$ cat src/rtl/parse_ascii_hex_if.sv
// Byte-in / word-out bus for the ASCII hex line parser.
//   master : drives iCHAR/iCHAR_VALID and observes the parsed results
//   slave  : the parser side, which accepts characters and drives the results
//   iCHAR        8           received ASCII byte
//   iCHAR_VALID  1           iCHAR valid this cycle
//   oDATA        DATA_WIDTH  last successfully parsed word
//   oDATA_VALID  1           one-cycle pulse, oDATA updated
//   oERR         1           one-cycle pulse, current line rejected
//   oBUSY        1           partial line in progress
interface parse_ascii_hex_if #(
  parameter int unsigned DATA_WIDTH = 8
);
  logic [7:0]            iCHAR;
  logic                  iCHAR_VALID;
  logic [DATA_WIDTH-1:0] oDATA;
  logic                  oDATA_VALID;
  logic                  oERR;
  logic                  oBUSY;

  modport master (
    output iCHAR, iCHAR_VALID,
    input  oDATA, oDATA_VALID, oERR, oBUSY
  );

  modport slave (
    input  iCHAR, iCHAR_VALID,
    output oDATA, oDATA_VALID, oERR, oBUSY
  );
endinterface

$ cat src/rtl/parse_ascii_hex.sv
// Assembles lines of exactly DATA_WIDTH/4 ASCII hex digits (MSB first, ended by
// CR or LF) into binary words. Malformed lines raise a one-cycle oERR and are
// discarded up to the next end-of-line.
//   CLK  : single clock
//   RST  : synchronous reset, active-high
//   bus  : parse_ascii_hex_if slave (character input, parsed word/flags output)
module parse_ascii_hex #(
  parameter int unsigned DATA_WIDTH = 8
) (
  input  logic                CLK,
  input  logic                RST,
  parse_ascii_hex_if.slave    bus
);

  localparam int unsigned NDIG  = DATA_WIDTH / 4;
  localparam int unsigned CNT_W = (NDIG < 2) ? 1 : $clog2(NDIG + 1);

  typedef enum logic [1:0] {
    IDLE     = 2'd0,
    COLLECT  = 2'd1,
    WAIT_EOL = 2'd2,
    DISCARD  = 2'd3
  } state_e;

  state_e                state_q, state_d;
  logic [CNT_W-1:0]      cnt_q, cnt_d;
  logic [DATA_WIDTH-1:0] sreg_q, sreg_d;
  logic [DATA_WIDTH-1:0] data_q, data_d;
  logic                  dvalid_q, dvalid_d;
  logic                  err_q, err_d;
  logic                  busy_q;

  logic       is_hex;
  logic       is_eol;
  logic [3:0] nib;
  logic       last_dig;

  // Character classification and nibble decode; letters map to 10..15.
  always_comb begin
    is_hex = 1'b0;
    nib    = 4'd0;
    if (bus.iCHAR >= 8'h30 && bus.iCHAR <= 8'h39) begin
      is_hex = 1'b1;
      nib    = bus.iCHAR[3:0];
    end else if ((bus.iCHAR >= 8'h41 && bus.iCHAR <= 8'h46) ||
                 (bus.iCHAR >= 8'h61 && bus.iCHAR <= 8'h66)) begin
      is_hex = 1'b1;
      nib    = 4'(bus.iCHAR[3:0] + 4'd9);
    end
    is_eol = (bus.iCHAR == 8'h0D) || (bus.iCHAR == 8'h0A);
  end

  // The digit being accepted in COLLECT completes the word.
  assign last_dig = (cnt_q == CNT_W'(NDIG - 1));

  // State register
  always_ff @(posedge CLK) begin
    if (RST) state_q <= IDLE;
    else     state_q <= state_d;
  end

  // Next-state logic
  always_comb begin
    state_d = state_q;
    if (bus.iCHAR_VALID) begin
      unique case (state_q)
        IDLE: begin
          if (is_hex)       state_d = (NDIG == 1) ? WAIT_EOL : COLLECT;
          else if (!is_eol) state_d = DISCARD;
        end
        COLLECT: begin
          if (is_hex)      state_d = last_dig ? WAIT_EOL : COLLECT;
          else if (is_eol) state_d = IDLE;
          else             state_d = DISCARD;
        end
        WAIT_EOL: begin
          state_d = is_eol ? IDLE : DISCARD;
        end
        DISCARD: begin
          if (is_eol) state_d = IDLE;
        end
        default: state_d = IDLE;
      endcase
    end
  end

  // Datapath and output next values; cnt/sreg are zeroed whenever a line ends.
  always_comb begin
    cnt_d    = cnt_q;
    sreg_d   = sreg_q;
    data_d   = data_q;
    dvalid_d = 1'b0;
    err_d    = 1'b0;
    if (bus.iCHAR_VALID) begin
      unique case (state_q)
        IDLE: begin
          if (is_hex) begin
            sreg_d = DATA_WIDTH'(nib);
            cnt_d  = CNT_W'(1);
          end else if (!is_eol) begin
            err_d = 1'b1;
          end
        end
        COLLECT: begin
          if (is_hex) begin
            sreg_d = DATA_WIDTH'({sreg_q, nib});
            cnt_d  = cnt_q + CNT_W'(1);
          end else begin
            err_d  = 1'b1;
            sreg_d = '0;
            cnt_d  = '0;
          end
        end
        WAIT_EOL: begin
          if (is_eol) begin
            data_d   = sreg_q;
            dvalid_d = 1'b1;
          end else begin
            err_d = 1'b1;
          end
          sreg_d = '0;
          cnt_d  = '0;
        end
        DISCARD: begin
          sreg_d = '0;
          cnt_d  = '0;
        end
        default: begin
          sreg_d = '0;
          cnt_d  = '0;
        end
      endcase
    end
  end

  // Datapath and output registers
  always_ff @(posedge CLK) begin
    if (RST) begin
      cnt_q    <= '0;
      sreg_q   <= '0;
      data_q   <= '0;
      dvalid_q <= 1'b0;
      err_q    <= 1'b0;
      busy_q   <= 1'b0;
    end else begin
      cnt_q    <= cnt_d;
      sreg_q   <= sreg_d;
      data_q   <= data_d;
      dvalid_q <= dvalid_d;
      err_q    <= err_d;
      busy_q   <= (state_d != IDLE);
    end
  end

  assign bus.oDATA       = data_q;
  assign bus.oDATA_VALID = dvalid_q;
  assign bus.oERR        = err_q;
  assign bus.oBUSY       = busy_q;

endmodule

$ cat src/flat_wrapper.sv
// flat-port wrapper written by rule: the top's interface ports become plain ports
module parse_ascii_hex_flat 
#(
  parameter int unsigned DATA_WIDTH = 8
)
  (CLK, RST, bus_iCHAR, bus_iCHAR_VALID, bus_oDATA, bus_oDATA_VALID, bus_oERR, bus_oBUSY);
  parse_ascii_hex_if #(.DATA_WIDTH(DATA_WIDTH)) bus_i ();
  input  logic CLK;
  input  logic RST;
  input wire logic [$bits(bus_i.iCHAR)-1:0] bus_iCHAR;
  input wire logic [$bits(bus_i.iCHAR_VALID)-1:0] bus_iCHAR_VALID;
  output wire logic [$bits(bus_i.oDATA)-1:0] bus_oDATA;
  output wire logic [$bits(bus_i.oDATA_VALID)-1:0] bus_oDATA_VALID;
  output wire logic [$bits(bus_i.oERR)-1:0] bus_oERR;
  output wire logic [$bits(bus_i.oBUSY)-1:0] bus_oBUSY;
  assign bus_i.iCHAR = bus_iCHAR;
  assign bus_i.iCHAR_VALID = bus_iCHAR_VALID;
  assign bus_oDATA = bus_i.oDATA;
  assign bus_oDATA_VALID = bus_i.oDATA_VALID;
  assign bus_oERR = bus_i.oERR;
  assign bus_oBUSY = bus_i.oBUSY;
  parse_ascii_hex #(.DATA_WIDTH(DATA_WIDTH)) u_core (.CLK(CLK), .RST(RST), .bus(bus_i));
endmodule
$ cat config.mk
export PLATFORM = sky130hd
export DESIGN_NAME = parse_ascii_hex_flat
export DESIGN_NICKNAME = d
export VERILOG_FILES = /design/src/rtl/parse_ascii_hex_if.sv /design/src/rtl/parse_ascii_hex.sv /design/src/flat_wrapper.sv
export SDC_FILE = /design/constraint.sdc
export NUM_CORES = 1
export LEC_CHECK = 0
export ABC_CLOCK_PERIOD_IN_PS = 1330
export BUFFER_PORTS_ARGS = -buffer_cell sky130_fd_sc_hd__buf_2
export CAP_MARGIN = 20
export CORE_MARGIN = 3
export CORE_UTILIZATION = 45
export CTS_BUF_LIST = sky130_fd_sc_hd__clkbuf_2
export CTS_CLUSTER_SIZE = 10
export DETAILED_ROUTE_END_ITERATION = 8
export PLACE_DENSITY = 0.8
export SETUP_SLACK_MARGIN = 0.3
export SYNTH_ARGS = -nofsm -noshare
export SYNTH_HDL_FRONTEND = slang
export SYNTH_SLANG_ARGS = --single-unit
$ cat constraint.sdc
create_clock -name CLK -period 1.33 [get_ports CLK]
set_input_delay 0.133 -clock CLK [delete_from_list [all_inputs] [get_ports CLK]]
set_output_delay 0.133 -clock CLK [all_outputs]
set_load 0.01 [all_outputs]
==> metrics.txt <==
met3 usage=5.80%; status=finished clean; Hold Path End=u_core.state_q[1]; antenna viol nets, final=0; Syn Nets=132; Bufs and invs on worst path=5; Synth Area in XOR/XNOR=0.773%; Reg2Reg Depth=4; WL/cell=18.0 um; Fin Hold WS=0.0264 ns; leakage dissipation=0.768 nW; grt met2 use=36.2%; Synth Area in Adders=5.52%; synth warn=0; sequential area share after synthesis=40.6%; crit path capture type=register; Worst path top cell family by delay=compound AO/OA/AOI/OAI gates; routability congestion estimate=0.834; fin. max-slew vios=0; CTS tree=done; CORE AREA=2300 um^2; Crit Reg-Reg Endpoint=u_core.bus.oDATA[2]; Synth Area in Compound Gates=24.1%; hold path start=RST; crit share post-route=90.1%; share of cells above drive strength 1=51.8%; drt initial violations=48; DR vias=1,184; unrepaired setup endpoints after global routing=yes; Power Dens Cells=727 nW/um^2; initial antenna violation count=0; IO Port Bufs=21; Vias/cell=6.17; Cells after Synth=116; Final Core Density=77.4%; required time worst endpoint=1.59 ns; Max Freq=835 MHz; boundary pin count=22; Clk Latency, worst-skew pair=0.34 ns; Final WS setup=0.132 ns; Die H=56.2 um; DP Worst Slack=-0.268 ns; Worst path max stage delay=0.34 ns; GR Util met1=21.0%; mapped cell area=1130 um^2; Period minus WS final=1.20 ns; post-synthesis mux area share=8.06%; grt peak-use layer=met2; share of the synthesized area in the top cell type=40.6%; Setup Skew=0.00618 ns; DRC=0; Synth area leader=dfxtp_1; maximum clock insertion buffer count=2; Distinct cells, synth=37; endpoints failing setup=0; remaining global-route overflow=0; final hold violation count=0; row count=17; largest net degree at the start of global routing=14; vias in the first global route=1,129; Total Wirelength=3.46 mm; most used cell, CP=buf_4; R2R setup slack=0.16 ns; Clock Pin Slew Worst Setup and Hold Paths=0.21 ns; first-pass GRT wire length=5.00 mm; Global Route Usage Sum=19.6%; TritonRoute pass-1 iters=4; Crit Path Class=in2reg; Post-Synth Simple-Gate Area=16.3%; VDD IR max=964 uV; CTS Buf Count=3; max-cap viol count=0; worst slew pin tran=0.356 ns; top cells by area, synth=dfxtp_1 (41%), mux2i_1 (7.1%), ha_1 (5.5%); Critical Path Source Type=input port; die area=3160 um^2; Mean Syn Cell Area=9.77 um^2; main combinational cell family by area after synthesis=compound AO/OA/AOI/OAI gates; worst min path class=in2reg; # H-tree levels=1; clk sinks=23; Area Overhead vs Synth=56.8%; #FFs+latches synth=23; critical path peak fanout=5; Ant. Diodes=0; final-stage net count=181; Starting Density=49.3%; slew margin rel.=76.2%; hold depth=2; Critical-path top delay cell=o311ai_4; worst path cell trace=buf_12 > clkinv_8 > ha_4 > inv_4 > o311ai_4 > buf_4 > a211oi_2 > buf_4 > a32o_1; DP Wirelength=2.15 mm; clk root buf=clkbuf_2; crit path DAT=1.46 ns; chip width=56.2 um; worst reg2reg path startpoint=u_core.state_q[1]
-- stage by stage --
| step | setup TNS (ns) | power (mW) | cells | cell area (um^2) |
|---|---|---|---|---|
| detailed placement | -4.66 | 0.928 | 178 | 1470 |
| global placement | -3.56 | 0.920 | 178 | 1470 |
| CTS | 0 | 1.24 | 187 | 1640 |
| floorplan | 0 | 0.836 | 116 | 1230 |
| global route | 0 | 1.34 | 192 | 1780 |
| finish | 0 | 1.29 | 192 | 1780 |
-- power by group --
part           switching, mW  total [mW]  internal (mW)
clock                  0.208       0.276         0.0681
combinational          0.153       0.301          0.148
sequential            0.0137       0.715          0.701
total                  0.375        1.29          0.917
-- timing repair --
item,CTS,global route
buffers inserted,5,5
setup endpoints to repair,23,25
gates resized for setup,27,23
pin swaps,9,16
hold buffers,0,0
-- sequential cells by signal, indices dropped and copies added, names as in the netlist --
signal                  cells
u_core.sreg_q               8
u_core.bus.oBUSY            1
u_core.bus.oDATA_VALID      1
u_core.cnt_q                2
u_core.bus.oDATA            8
u_core.bus.oERR             1
u_core.state_q              2
-- worst reg2reg max path, cell delays in order (launching register included) --
cell	delay [ns]
dfxtp_4	0.41
nor2b_4	0.17
nand4_4	0.23
mux2i_1	0.23
nor2_1	0.06
-- cells by family after synthesis --
group	Yosys count
flip-flops	23
AND/OR/NAND/NOR	30
AO/OA/AOI/OAI	34
buffers and inverters	14
XOR/XNOR	1
multiplexers	9
adder cells (fa/ha/maj)	5
-- layout make-up --
| type | instances | area [um^2] |
|---|---|---|
| Multi-Input combinational cell | 79 | 810 |
| Fill cell | 145 | 519 |
| Sequential cell | 23 | 473 |
| Timing Repair Buffer | 47 | 365 |
| Inverter | 11 | 75.1 |
| Tap cell | 28 | 35.0 |
| Clock buffer | 3 | 15.0 |
| Clock inverter | 1 | 5.00 |
-- metal layers --
layer | routed length [um] | share of wire, %
met5 | 0 | 0
met4 | 157 | 4.5
met3 | 191 | 5.5
met2 | 1750 | 51
met1 | 1360 | 39
-- placed cells by master, fill, tap and decap left out, drive strengths merged, types with 3 or more instances in the layout --
cell type and instances:
dfxtp 23, buf 47, o21ai 3, o32ai 4, ha 5, inv 10
clkbuf 3, nand2 3, a31oi 4, nand3 3, a21oi 6, mux2i 8
a32o 5, nor2 13
-- cell usage after synthesis --
master     count
and4_1         1
mux2i_1        8
nand3_1        3
nand4bb_1      1
xnor2_1        1
o21ai_0        3
o211ai_1       1
o21bai_1       1
a22oi_1        1
dfxtp_1       23
o32ai_1        4
a2bb2oi_1      1
nor2b_1        2
a32o_1         5
a2111o_1       1
nor4b_4        1
and4b_1        1
and4bb_2       1
o311ai_2       1
ha_1           5
a31o_1         1
a32oi_1        1
clkbuf_1       3
nand2_1        3
nor3_1         1
a31oi_1        4
a211oi_2       1
nand2b_1       1
a21oi_1        6
inv_1         11
mux2_2         1
nor3b_1        1
nor2_1        13
o2111a_1       1
nand4_2        1
o311a_1        1
a21o_1         1
-- worst max-delay path by stage --
stage	start	to	slack, ns	depth (start not counted)
after floorplan	bus_iCHAR[3]	u_core.sreg_q[4]	0.12	4
after global placement	bus_iCHAR[1]	u_core.sreg_q[4]	-0.21	8
after detailed placement	bus_iCHAR[1]	u_core.cnt_q[1]	-0.27	8
after CTS	u_core.state_q[1]	u_core.bus.oDATA[5]	0.18	4
after global routing	u_core.state_q[1]	u_core.bus.oDATA[1]	0.11	4
final	bus_iCHAR[0]	u_core.cnt_q[1]	0.13	9
Note: power is estimated with default switching activity, not from simulation.
